--- config.mk ---
export PLATFORM = sky130hd
export DESIGN_NAME = io_perf_counters
export DESIGN_NICKNAME = d
export VERILOG_FILES = /design/src/rtl/io_perf_counters_pkg.sv /design/src/rtl/io_perf_counters_perf_counter.sv /design/src/rtl/io_perf_counters.sv
export SDC_FILE = /design/constraint.sdc
export NUM_CORES = 1
export LEC_CHECK = 0
export ABC_CLOCK_PERIOD_IN_PS = 5000
export CORE_MARGIN = 2
export CORE_UTILIZATION = 35
export DETAILED_ROUTE_END_ITERATION = 16
export DONT_BUFFER_PORTS = 1
export HOLD_SLACK_MARGIN = 0.05
export PLACE_DENSITY = 0.51
export SYNTH_ARGS = -nofsm -noshare
export SYNTH_HDL_FRONTEND = slang
export SYNTH_SLANG_ARGS = --single-unit
--- constraint.sdc ---
create_clock -name clk -period 5 [get_ports clk]
set_input_delay 1 -clock clk [delete_from_list [all_inputs] [get_ports clk]]
set_output_delay 1 -clock clk [all_outputs]
set_load 0.01 [all_outputs]
--- src/rtl/io_perf_counters_pkg.sv ---
`default_nettype none
// ============================================================================
// io_perf_counters_pkg : MMIO register map shared with decoder and asm tests
// Revision: 1.0
// ============================================================================
package io_perf_counters_pkg;

    localparam logic [31:0] PERF_BASE_ADDR = 32'h8000_0010;

    localparam logic [4:0] PERF_CYCLE_LO = 5'h00;
    localparam logic [4:0] PERF_CYCLE_HI = 5'h04;
    localparam logic [4:0] PERF_INSTRET  = 5'h08;
    localparam logic [4:0] PERF_STALLS   = 5'h0C;
    localparam logic [4:0] PERF_CLEAR    = 5'h10;

    localparam int PERF_NUM_WORDS = 5;

    function automatic logic [2:0] perf_word(input logic [4:0] off);
        return off[4:2];
    endfunction

endpackage
`default_nettype wire

--- src/rtl/io_perf_counters_perf_counter.sv ---
`default_nettype none
// ============================================================================
// perf_counter : WIDTH-bit wrapping event counter, synchronous clear has priority
// Revision: 1.0
// ============================================================================
module perf_counter
    import io_perf_counters_pkg::*;
#(
    parameter int WIDTH = 32
) (
    input  logic             clk,
    input  logic             rst,
    input  logic             clr,
    input  logic             inc,
    output logic [WIDTH-1:0] count
);

    always_ff @(posedge clk) begin
        if (!rst) begin
            count <= '0;
        end else if (clr) begin
            count <= '0;
        end else begin
            count <= count + WIDTH'(inc);
        end
    end

endmodule
`default_nettype wire

--- src/rtl/io_perf_counters.sv ---
`default_nettype none
// ============================================================================
// io_perf_counters : MMIO cycle / instret / stall counters with registered reads
// Revision: 1.0
// ============================================================================
module io_perf_counters
    import io_perf_counters_pkg::*;
#(
    parameter logic [31:0] BASE_ADDR   = PERF_BASE_ADDR,
    parameter int          CYCLE_WIDTH = 64
) (
    input  logic        clk,
    input  logic        rst,
    input  logic [31:0] addr,
    input  logic        re,
    input  logic        we,
    input  logic [31:0] wdata,
    input  logic        inst_retire,
    input  logic        stall,
    output logic [31:0] rdata,
    output logic        rvalid
);

    localparam logic [2:0] SEL_LO    = perf_word(PERF_CYCLE_LO);
    localparam logic [2:0] SEL_HI    = perf_word(PERF_CYCLE_HI);
    localparam logic [2:0] SEL_INST  = perf_word(PERF_INSTRET);
    localparam logic [2:0] SEL_STALL = perf_word(PERF_STALLS);
    localparam logic [2:0] SEL_CLEAR = perf_word(PERF_CLEAR);

    logic [29:0]            word_idx;
    logic                   hit;
    logic [2:0]             sel;
    logic                   rd_hit;
    logic                   rd_lo;
    logic                   clear;
    logic [CYCLE_WIDTH-1:0] cycle;
    logic [31:0]            cycle_hi;
    logic [31:0]            instret;
    logic [31:0]            stalls;
    logic [31:0]            hi_snap;
    logic [31:0]            read_mux;
    logic                   unused_bits;

    // Unsigned wrap makes addresses below the base land far outside the window.
    assign word_idx = addr[31:2] - BASE_ADDR[31:2];
    assign hit      = (word_idx < 30'(PERF_NUM_WORDS));
    assign sel      = word_idx[2:0];
    assign rd_hit   = re & hit;
    assign rd_lo    = rd_hit & (sel == SEL_LO);
    assign clear    = we & hit & (sel == SEL_CLEAR);
    assign cycle_hi = 32'(cycle >> 32);

    assign unused_bits = ^{wdata, addr[1:0]};

    perf_counter #(.WIDTH(CYCLE_WIDTH)) u_cycle (
        .clk   (clk),
        .rst   (rst),
        .clr   (clear),
        .inc   (1'b1),
        .count (cycle)
    );

    perf_counter #(.WIDTH(32)) u_instret (
        .clk   (clk),
        .rst   (rst),
        .clr   (clear),
        .inc   (inst_retire),
        .count (instret)
    );

    perf_counter #(.WIDTH(32)) u_stalls (
        .clk   (clk),
        .rst   (rst),
        .clr   (clear),
        .inc   (stall),
        .count (stalls)
    );

    always_comb begin
        read_mux = '0;
        case (sel)
            SEL_LO:    read_mux = cycle[31:0];
            SEL_HI:    read_mux = hi_snap;
            SEL_INST:  read_mux = instret;
            SEL_STALL: read_mux = stalls;
            SEL_CLEAR: read_mux = '0;
            default:   read_mux = '0;
        endcase
    end

    // Reads return the pre-edge value, so a read alongside a clear sees old data.
    always_ff @(posedge clk) begin
        if (!rst) begin
            rdata   <= '0;
            rvalid  <= 1'b0;
            hi_snap <= '0;
        end else begin
            rvalid <= rd_hit;
            if (rd_hit) begin
                rdata <= read_mux;
            end
            if (clear) begin
                hi_snap <= '0;
            end else if (rd_lo) begin
                hi_snap <= cycle_hi;
            end
        end
    end

endmodule
`default_nettype wire
# After elaboration in Yosys (flattened, before gate mapping)
# Index checks and enable logic that the tools add are counted.
# W data, S select, Z words.
dict set report word_totals {
  romBits 0
  latch_bits 0
  register_bits 193
  mem_bits_rw 0
  wordCells 23
  mem_count 0
  output_inout_bits 33
}
dict set report classes {
  order_cmp 1
  add_sub_neg 4
  mul 0
  shift 0
  mux 1
  n_eq_ne 4
  n_div 0
  n_bitwise 5
  reduce_logical 2
}
# op n
set ops {}
lappend ops {{$pmux W32 S4} 1}
lappend ops {{$add A32 B1 Y32} 2}
lappend ops {{$add A64 B1 Y64 const B} 1}
lappend ops {{$lt A30 B3 Y1 const B} 1}
lappend ops {{$sub A30 B30 Y30 const B} 1}
lappend ops {{$eq A3 B2 Y1 const B} 2}
lappend ops {{$and A1 B1 Y1} 4}
lappend ops {{$eq A3 B1 Y1 const B} 1}
lappend ops {{$eq A3 B3 Y1 const B} 1}
lappend ops {{$logic_not A3 Y1} 1}
lappend ops {{$reduce_or A2 Y1} 1}
lappend ops {{$not A1 Y1} 1}

# Logic depth before layout (Yosys ltp)
dict set report logic_depth {
  ltp_word 5
  depth_mapped 13
}

# Modules after synthesis
# A second synthesis with hierarchy kept.
dict set report unflattened {
  hier_cells 1080
  hier_area_um2 9708.1
}
# mod cells_per_inst instances area_each_um2
set by_module_without_submodules {}
lappend by_module_without_submodules {io_perf_counters 352 1 3443.3}
lappend by_module_without_submodules {{perf_counter (u_cycle)} 366 1 3141.8}
lappend by_module_without_submodules {{perf_counter (u_instret ...)} 181 2 1561.5}

# Worst setup path after synthesis
# No wires, ideal clock.
dict set report synth_timing {
  path_kind {input-to-reg}
  startpoint {input port addr[9]}
  endpoint {register u_stalls.count[21]}
  setup_time_ns 0.132
  t_arrival_ns 3.579
  cell_stages 12
  path_slack_ns 1.289
  path_buffers 5
  required_time_ns 4.868
  cell_sequence {or4_1 > or4_1 > clkbuf_1 > or2_1 > nor4b_2 > or3_1 > buf_2 > and4_1 > buf_2 > buf_4 > buf_2 > nor3_1}
}
dict set report synth_between {
  elab_chain_cells 5
}
# element line
set synth_rtl {}
lappend synth_rtl {{start, declared} io_perf_counters.sv:14} ;# input logic [31:0] addr,
lappend synth_rtl {{$sub A30 B30 Y30} io_perf_counters.sv:45} ;# assign word_idx = addr[31:2] - BASE_ADDR[31:2];
lappend synth_rtl {{$lt A30 B3 Y1} io_perf_counters.sv:46} ;# assign hit = (word_idx < 30'(PERF_NUM_WORDS));
lappend synth_rtl {{$and A1 B1 Y1 (2 in series)} io_perf_counters.sv:50} ;# assign clear = we & hit & (sel == SEL_CLEAR);
lappend synth_rtl {{$reduce_or A2 Y1 (no source line)} -}
lappend synth_rtl {{end signal, assigned} io_perf_counters_perf_counter.sv:24} ;# count <= count + WIDTH'(inc);
lappend synth_rtl {{end, declared} io_perf_counters_perf_counter.sv:15} ;# output logic [WIDTH-1:0] count
# No other way between the ends.
# A chain may end at the register's enable or synchronous reset.

# Worst setup path after layout
dict set report layout_timing {
  startpoint {input port addr[19]}
  endpoint {register rdata[23]}
}
dict set report layout_between {
  elab_chain_cells 3
}
# element line
set layout_rtl {}
lappend layout_rtl {{$sub A30 B30 Y30} io_perf_counters.sv:45}
lappend layout_rtl {{$lt A30 B3 Y1} io_perf_counters.sv:46}
lappend layout_rtl {{$and A1 B1 Y1} io_perf_counters.sv:48} ;# assign rd_hit = re & hit;
lappend layout_rtl {{end signal, assigned} io_perf_counters.sv:100} ;# rdata <= read_mux;
lappend layout_rtl {{end, declared} io_perf_counters.sv:20} ;# output logic [31:0] rdata,
# No other way between the ends.

==> metrics.txt <==
n_diodes 0; Rows 60; max-slew violations 0; worst hold path class reg2reg; All-Layer GR Usage 16.85%; fill count approximately 2700; Mapped Area 9562 um^2; number of remaining DRC errors 0; Syn Nets 1172; Crit Path Category in2reg; Sw Ratio 23.06%; minimum clock period 3.858 ns; H-tree levels 4; Final Util 38.72%; Vias a little under 8000; clock root buffer master clkbuf_16; Placement Cell Area 9854 um^2; CTS tree built; synth warn 0; Final Skew about 0.012 ns; met3 Use GR ~2.9%; DRT antenna net count 0; Wirelength per Cell 16.95 um; Layout Cells excl Fill between 1000 and 1500; Mapped Cells 1095; Seq/Total Area, Yosys 40.41%; final hold viol count 0; Comb pwr share around 3.0%; Leakage ~3.4 nW; Clock Pin Slew Worst Setup and Hold Paths around 0.070 ns; share of cells above drive strength 1 6.209%; RSZ-0062 raised after global routing false; initial antenna violation count 0; setup violation total in the final timing report 0; setup tns final 0 ns; P_int 2.266 mW; DRT Wirelength 23800 um; Max Cap Violations 0; Crit Path Max Fanout 34; sequential group share of total power 52.5%; postcts setup bufs 0; worst-margin pin slew 1.090 ns; endpoint class of the critical path flip-flop; Bufs on Longest Clock Path 2; total clock buffers created by CTS 17; vias in the first global route between 7000 and 8000; FF+latch area 3864 um^2; met2 Usage GRT 25.73%; port bufs 0; largest net degree at the start of global routing 88; area grow syn2layout 8.846%; DP HPWL 15990 um; Die Y roughly 170 um; Sink Count 193; Slew headroom between 20 and 30%; # IOs 103; fin nets 1128; clk_lat worst skew 0.43 ns; Worst Setup Start Kind primary input; crit share post-route 77.17%; Post-Layout Inst Area 10410 um^2; most frequent cells in the layout dfxtp_1, nor3_1, nand2_1; Detailed Route Iter0 Violations 603; share of total power in the clock network around 45%; P per Cell Area between 200 and 300 nW/um^2; first-pass GRT wire length 39360 um; Die Width 169.3 um; placed cell count 1373; initial core utilization 35.58%; Synth Area per Inst 8.732 um^2; distinct cell type count after synthesis 46; RD Place Congestion 0.8035; CTS Hold Bufs 0; Peak VDD IR 225.1 uV; share of flip-flops with an asynchronous set or reset 0%; first-pass iteration count of the detailed router 5; Resize count post-CTS 0; predominant post-synthesis flop cell dfxtp_1; Die Area ~29000 um^2; Max Clock Freq 259.2 MHz; Post-synth EDFFs 0; status finished clean; grt ovf 0; most common cell after layout, fill and taps aside dfxtp_1; area of the multi-input gates about 5300 um^2; NetSw 0.6789 mW; busiest layer in global routing met2; FF+latch count, synth 193; crit path DAT 4.21 ns; vias per cell 5.527; grt met1 use 24.89%; core area around 27000 um^2; WP data required 5.36 ns
## critical path: stages
cell and delay [ns]:
nor4_1 0.54, nand3_1 0.26, nor4_1 0.54, a2111oi_0 0.25, or3_1 0.43, buf_4 0.26
nand4_1 0.13, buf_4 0.50, mux2i_1 0.24
## final timing paths
path | start | endpoint | slack, ns | cells past startpoint
min reg2reg | hi_snap[24] | hi_snap[24] | 0.48 | 2
min | hi_snap[24] | hi_snap[24] | 0.48 | 2
max | addr[19] | rdata[23] | 1.14 | 9
max reg2reg | u_cycle.count[7] | u_cycle.count[58] | 1.88 | 7
## registers in the layout, indices dropped and copies added, names as in the netlist
signal	flops
hi_snap	32
u_stalls.count	32
rdata	32
u_instret.count	32
rvalid	1
u_cycle.count	64
## power groups by stage
stage               Combinational, mW  Sequential (mW)  Clock (mW)
global route                   0.0986             1.55        1.41
finish                         0.0887             1.55        1.31
global placement               0.0896             1.58           0
detailed placement             0.0893             1.58           0
CTS                            0.0893             1.55        1.34
floorplan                      0.0730             1.58           0
## cell type report
class                           count  share of cell area (%)
Multi-Input combinational cell    805                   51.13
Sequential cell                   193                   37.12
Clock buffer                       18                   4.220
Tap cell                          341                   4.100
Timing Repair Buffer               20                   1.803
Clock inverter                     13                   1.094
Inverter                           14                  0.5290
## routing by layer
layer,vias to the layer above,share of wire [%]
met2,109,44
met4,0,0.76
met5,-,0
met3,14,3.1
met1,3691,52
li1,3946,-
## per-stage QoR
stage / hold slack [ns] / setup WS (ns) / power, mW
final: 0.4802 / 1.142 / 2.945
after global routing: 0.4902 / 0.8670 / 3.054
after CTS: 0.4833 / 1.155 / 2.979
after detailed placement: 0.4734 / 0.6939 / 1.671
after global placement: 0.4691 / 0.7416 / 1.671
after floorplan: 0.4512 / 1.289 / 1.654
## cell usage after synthesis, drive strengths merged, types with 2 or more instances
cell,number,area share [%]
nor3b,11,1.0
a211oi,33,2.6
nand3b,2,0.16
and4,9,0.82
a22o,64,5.9
o21ai,34,1.8
buf,26,1.5
nand3,49,2.6
or3,6,0.39
and2,8,0.52
o31ai,34,2.7
nand4,60,3.9
nor2b,3,0.20
and3,22,1.4
or2,4,0.26
a21oi,2,0.10
mux2i,32,3.3
nand4b,2,0.18
clkbuf,57,2.2
nand2,78,3.1
nor3,147,7.7
dfxtp,193,40
xor2,72,6.6
or4,6,0.47
ha,7,0.92
nor4b,5,0.52
inv,14,0.55
nand2b,6,0.39
nor4,9,0.59
xnor2,53,4.9
nor2,40,1.6
## cell families after synthesis
family                     after synthesis  synth area share (%)
AOI/OAI and AO/OA                      173                 13.71
muxes                                   32                 3.350
adders and majority gates                7                0.9159
DFF                                    193                 40.41
xor gates and xnor gates               125                 11.45
and+or+nand+nor                        468                 25.90
buffers and inverters                   97                 4.266
No activity file was read; power rests on OpenSTA's default activity.
